===== src/rtl/pipe_skid_buf.sv =====
// Two-entry elastic pipeline register with a registered ready toward upstream,
// a skid entry to absorb the late backpressure, and a saturating stall counter.
//
//  state | meaning
//  EMPTY | nothing held, m_valid_o=0, s_ready_o=1
//  ONE   | head entry in main, m_valid_o=1, s_ready_o=1
//  TWO   | head in main, overflow in skid, m_valid_o=1, s_ready_o=0
module pipe_skid_buf #(
    parameter int WIDTH = 32,
    parameter int CNT_W = 16
) (
    input  logic             clk_i,
    input  logic             rst_i,
    input  logic             flush_i,
    input  logic             s_valid_i,
    output logic             s_ready_o,
    input  logic [WIDTH-1:0] s_data_i,
    output logic             m_valid_o,
    input  logic             m_ready_i,
    output logic [WIDTH-1:0] m_data_o,
    output logic [1:0]       occ_o,
    output logic [CNT_W-1:0] stall_cnt_o
);

    typedef enum logic [1:0] {
        EMPTY = 2'd0,
        ONE   = 2'd1,
        TWO   = 2'd2
    } state_t;

    state_t            state;
    logic [WIDTH-1:0]  main_q;
    logic [WIDTH-1:0]  skid_q;
    logic [CNT_W-1:0]  stall_q;
    logic              in_xfer;
    logic              out_xfer;

    // every output decodes straight from registers
    assign m_valid_o   = (state != EMPTY);
    assign s_ready_o   = (state != TWO);
    assign occ_o       = state;
    assign m_data_o    = main_q;
    assign stall_cnt_o = stall_q;

    assign in_xfer  = s_valid_i & s_ready_o;
    assign out_xfer = m_valid_o & m_ready_i;

    always_ff @(posedge clk_i) begin
        if (rst_i) begin
            state   <= EMPTY;
            main_q  <= '0;
            skid_q  <= '0;
            stall_q <= '0;
        end else begin
            if (m_valid_o && !m_ready_i && !flush_i && (stall_q != {CNT_W{1'b1}}))
                stall_q <= stall_q + 1'b1;

            if (flush_i) begin
                state <= EMPTY;
            end else begin
                case (state)
                    EMPTY: begin
                        if (in_xfer) begin
                            main_q <= s_data_i;
                            state  <= ONE;
                        end
                    end
                    ONE: begin
                        if (in_xfer && out_xfer) begin
                            main_q <= s_data_i;
                        end else if (out_xfer) begin
                            state <= EMPTY;
                        end else if (in_xfer) begin
                            skid_q <= s_data_i;
                            state  <= TWO;
                        end
                    end
                    TWO: begin
                        if (out_xfer) begin
                            main_q <= skid_q;
                            state  <= ONE;
                        end
                    end
                    default: state <= EMPTY;
                endcase
            end
        end
    end

endmodule


===== config.mk =====
export PLATFORM = sky130hd
export DESIGN_NAME = pipe_skid_buf
export DESIGN_NICKNAME = d
export VERILOG_FILES = /design/src/rtl/pipe_skid_buf.sv
export SDC_FILE = /design/constraint.sdc
export NUM_CORES = 1
export LEC_CHECK = 0
export ABC_AREA = 1
export CAP_MARGIN = 20
export CORE_MARGIN = 10
export CORE_UTILIZATION = 25
export DETAILED_ROUTE_END_ITERATION = 10
export GPL_TIMING_DRIVEN = 0
export PLACE_DENSITY = 0.44
export RECOVER_POWER = 25
export SYNTH_ARGS = -nofsm -noshare
export SYNTH_HDL_FRONTEND = slang
export SYNTH_SLANG_ARGS = --single-unit
export TNS_END_PERCENT = 100

===== constraint.sdc =====
create_clock -name clk_i -period 1.7 [get_ports clk_i]
set_input_delay 0.17 -clock clk_i [delete_from_list [all_inputs] [get_ports clk_i]]
set_output_delay 0.17 -clock clk_i [all_outputs]
set_load 0.05 [all_outputs]

Word level (Yosys, flattened, before mapping)
Index checks and enable logic that the tools add are counted.
{"block": "word_totals", "reg_bits": 82, "output_inout_bits": 52, "wordCells": 42}
{"block": "classes", "n_addsub": 1, "eq_ne": 9, "n_mux": 10, "bitwise": 5, "n_reduce_logical": 13}
{"op": "two-way mux 32 bit", "count": 3}
{"op": "case mux 32 bit (3 select lines)", "count": 1}
{"op": "adder 16 x 1 -> 16 bit, second input constant", "count": 1}
{"op": "inequality test 16 bit, second input constant", "count": 1}
{"op": "two-way mux 2 bit", "count": 5}
{"op": "inequality test 2 bit, second input constant", "count": 5}
{"op": "AND reduction 5 bit", "count": 2}
{"op": "case mux 2 bit (3 select lines)", "count": 1}
{"op": "logical AND 1 bit", "count": 4}
{"op": "AND reduction 4 bit", "count": 1}
{"op": "inequality test 3 bit, second input constant", "count": 1}
{"op": "inverter 1 bit", "count": 3}
{"op": "nonzero test 3 bit", "count": 1}
{"op": "AND 1 bit", "count": 2}
{"op": "equality test 2 x 1 -> 1 bit, second input constant", "count": 1}
{"op": "equality test 2 bit, second input constant", "count": 1}
{"op": "zero test 1 bit", "count": 2}
{"op": "zero test 2 bit", "count": 1}
{"op": "nonzero test 2 bit", "count": 1}
{"op": "OR reduction 2 bit", "count": 1}

Longest topological paths before layout
{"block": "logic_depth", "ltp_word": 6, "ltp_mapped": 10}

Worst setup path before layout
No wires, ideal clock.
{"block": "synth_timing", "kind": "reg2reg", "startpoint": "reg stall_q[0], in the netlist stall_cnt_o[0]", "endpoint": "reg stall_q[0], in the netlist stall_cnt_o[0]", "t_arrival_ps": 1835, "path_slack_ps": -251, "path_stages_with_launch": 10, "n_path_buf": 1, "period_less_slack_ps": 1951, "cell_sequence": "dfxtp_1 > ha_1 > nand2_1 > nor2_1 > nand2_1 > nor2_1 > nor2_2 > buf_2 > nor2_1 > nor2_1"}
{"block": "synth_via", "elab_chain_cells": 2, "word_cells_on_any_way": 3}
{"element": "start: declaration", "line": "34", "text": "logic [CNT_W-1:0] stall_q;"}
{"element": "start signal: assignment", "line": "56", "text": "stall_q <= stall_q + 1'b1;"}
{"element": "parallel branches: the longest is 2 deep, another holds adder 16 x 1 -> 16 bit"}
Parallel ways; which one is timed is not known.
A chain may end at the register's enable or synchronous reset.

Worst setup path after layout
{"block": "layout_timing", "startpoint": "reg stall_q[3], in the netlist stall_cnt_o[3]", "endpoint": "out stall_cnt_o[3]"}
{"element": "end: declaration", "line": "22", "text": "output logic [CNT_W-1:0] stall_cnt_o"}
No word-level cell between the ends.

==> results.sh <==
export IMPL_fin_nets=670
export IMPL_min_path_cells=2
export IMPL_crit_path_top_delay_cell="clkdlybuf4s50_1"
export IMPL_dieArea_mm2=0.0199
export IMPL_worstSetupEndpointType="output pin"
export IMPL_total_power_w=0.00458
export IMPL_ys_seq_area_share_pct=44.7
export IMPL_yosysMostFrequentCell="nand2_1"
export IMPL_critPathMaxFanout=4
export IMPL_drtPass1Iterations=4
export IMPL_die_w_um=141
export IMPL_ir_drop_mv=0.437
export IMPL_std_cell_rows=44
export IMPL_synth_ff_type="dfxtp_1"
export IMPL_min_period_ps=1660
export IMPL_clk_path_buf_depth=2
export IMPL_cp_required_ps=1530
export IMPL_synth_seq_cells=82
export IMPL_io_pins=89
export IMPL_slew_viol_final=0
export IMPL_finalHoldViolCount=0
export IMPL_slew_headroom_pct=58.1
export IMPL_fin_util_pct=34.2
export IMPL_root_buffer="clkbuf_16"
export IMPL_synth_edf_count=0
export IMPL_insertion_delay_ps=340
export IMPL_vias_per_cell=4.51
export IMPL_maxCapViolCount=0
export IMPL_crit_arrival_ps=1490
export IMPL_die_h_um=141
export IMPL_antenna_found_initial=0
export IMPL_netlist_area_mm2=0.00367
export IMPL_grt_pass1_vias=3655
export IMPL_syn_inst=533
export IMPL_crit_type="flop to output pin"
export IMPL_place_congestion=0.782
export IMPL_reg2reg_slack_ps=120
export IMPL_crit_buf_inv=1
export IMPL_portBuffers=87
export IMPL_crit_chain="clkdlybuf4s50_1"
export IMPL_hold_slack_ps=143
export IMPL_p_leak_nw=2.00
export IMPL_swShare_pct=28.5
export IMPL_cpPeakStageDelay_ps=810
export IMPL_cts_made_buffers=9
export IMPL_worst_pin_slew_ps=632
export IMPL_multiInputGateArea_mm2=0.00173
export IMPL_synth_cell_types=27
export IMPL_vias=3698
export IMPL_finClkSkew_ps=4.31
export IMPL_detailed_place_hpwl_um=8570
export IMPL_holdPathEnd="stall_cnt_o[1]$_SDFFE_PP0P_"
export IMPL_synth_top_area_share_pct=44.7
export IMPL_post_drt_wl_per_cell_um=14.5
export IMPL_status="finished, final reports clean"
export IMPL_area_delta_synth_final_pct=35.0
export IMPL_synth_top_cell_by_area="dfxtp_1"
export IMPL_p_switching_w=0.00130
export IMPL_hold_path_class="input pin to flop"
export IMPL_place_inst=804
export IMPL_r2r_cells=10
export IMPL_wirelength_um=11900
export IMPL_core_area_mm2=0.0145
export IMPL_grt_max_degree=14
export IMPL_critPathTopFamily="buffers and inverters"
export IMPL_fillers=1601
export IMPL_fin_crit_sh_pct=97.7
export IMPL_setup_tns_ps=0
export IMPL_reg2reg_to="m_data_o[23]$_SDFFE_PP0P_"
export IMPL_power_density_mw_per_mm2=924
export IMPL_setup_viol_count_final=0
export IMPL_clk_transition_reported_paths_ps=60
export IMPL_cp_start_kind="flop"
export IMPL_synthArstFlopShare_pct=0
export IMPL_p_int_w=0.00327
export IMPL_post_route_cells_drive_above_1_share_pct=8.18
export IMPL_initial_core_util_pct=25.3
export IMPL_drt_iter0_drc=189
export IMPL_worstReg2RegStart="occ_o[0]$_SDFFE_PP0P_"
export IMPL_grt_use_total_pct=11.9
export IMPL_ys_top_cells_by_count="nand2_1, nor2_1, dfxtp_1, o21ai_0, inv_1"
export IMPL_synth_area_top_cells="dfxtp_1, nand2_1, nor2_1, o21ai_0, a21oi_1"
export IMPL_cts_max_level=3
export IMPL_instances_no_fill=820
export IMPL_syn_nets=571
export IMPL_antenna_cells=0
export IMPL_regArea_mm2=0.00165
export IMPL_grt_pass1_wl_um=19000
export IMPL_clock_sinks=82
export IMPL_ant_nets=0
export IMPL_min_delay_start="rst_i"
export IMPL_seq_power_share_pct=44.4
export IMPL_grt_overflow=0
export IMPL_avgSynthCellArea_um2=6.88
export IMPL_rsz0062_at_grt="yes"
export IMPL_yosysWarnings=0
export IMPL_clockPowerShare_pct=40.6
export IMPL_p_comb_share_pct=15.0
export IMPL_cts_tree="yes"
export IMPL_max_freq_mhz=602
export IMPL_drc_errors=0
## metal layers
| layer | GRT usage (%) | vias to the layer above | share of wire (%) |
|---|---|---|---|
| met5 | 0 | - | 0 |
| met4 | 2.55 | 0 | 0.82 |
| met3 | 4.90 | 8 | 6.0 |
| met2 | 18.6 | 70 | 46 |
| met1 | 14.9 | 1689 | 47 |
| li1 | - | 1931 | - |
## cell usage in the layout, fill, tap and decap left out, types with 3 or more instances in the layout
master           Yosys  final
nand2_1            100    100
nor2_1              91     90
dfxtp_1             82     77
o21ai_0             59     58
clkdlybuf4s50_1      0     44
inv_1               38     38
a21oi_1             34     34
clkbuf_1            12     32
nand3_1             29     29
o21ai_1             23     24
nor3_1              23     23
dlygate4sd2_1        0     20
buf_2               12     10
clkbuf_16            0      9
buf_4                4      5
buf_6                1      4
xor2_1               4      4
nor2_4               2      3
nand4_1              3      3
dfxtp_2              0      3
## area by class of cell
class                           instances  area share, %
Multi-Input combinational cell        378           34.8
Inverter                               42           3.26
Tap cell                              184           4.65
Sequential cell                        82           33.4
Clock inverter                          4          0.556
Timing Repair Buffer                   88           14.7
Buffer                                 31           3.49
Clock buffer                           11           5.10
## power groups by stage
stage / clock network (W) / registers, W / logic (W)
5_1_grt: 0.00201 / 0.00204 / 0.000746
6_report: 0.00186 / 0.00203 / 0.000686
3_5_place_dp: 0 / 0.00207 / 0.000746
2_1_floorplan: 0 / 0.00229 / 0.000226
4_1_cts: 0.00193 / 0.00203 / 0.000745
3_3_place_gp: 0 / 0.00207 / 0.000744
## worst max path at each step
stage	from	end	slack, ps	cells past startpoint
final	stall_cnt_o[3]$_SDFFE_PP0P_	stall_cnt_o[3]	40	1
after global routing	stall_cnt_o[0]$_SDFFE_PP0P_	stall_cnt_o[4]$_SDFFE_PP0P_	-30	9
after CTS	m_data_o[0]$_SDFFE_PP0P_	m_data_o[0]	10	1
after detailed placement	occ_o[0]$_SDFFE_PP0P_	s_ready_o	-400	5
after global placement	occ_o[0]$_SDFFE_PP0P_	s_ready_o	-380	5
after floorplan	stall_cnt_o[2]$_SDFFE_PP0P_	stall_cnt_o[0]$_SDFFE_PP0P_	4	8
## through the flow
step / worst slack [ps] / cell area [um^2]
3_3_place_gp: -381 / 4780
3_5_place_dp: -403 / 4780
4_1_cts: 11.2 / 5040
5_1_grt: -33.3 / 4950
6_report: 39.5 / 4950
2_1_floorplan: 4.00 / 3680
## logic make-up after synthesis
kind of cell               after synthesis  share of synthesized area (%)
buffers and inverters                   73                           8.56
AOI/OAI and AO/OA                      118                           16.3
and+or+nand+nor                        254                           28.9
xor gates and xnor gates                 5                           1.19
adders and majority gates                1                          0.341
DFF                                     82                           44.7
## registers in the layout, summed over array words and instances, names as in the netlist
register and count:
m_data_o 32, skid_q 32, stall_cnt_o 16, occ_o 2
## repair_timing
| item | 4_1_cts | 5_1_grt |
|---|---|---|
| resized for setup | 30 | 34 |
| setup endpoints to repair | 31 | 47 |
| hold buffers | 0 | 0 |
| pin swaps | 0 | 1 |
| buffers inserted | 0 | 1 |
(Power assumes the default switching activity.)
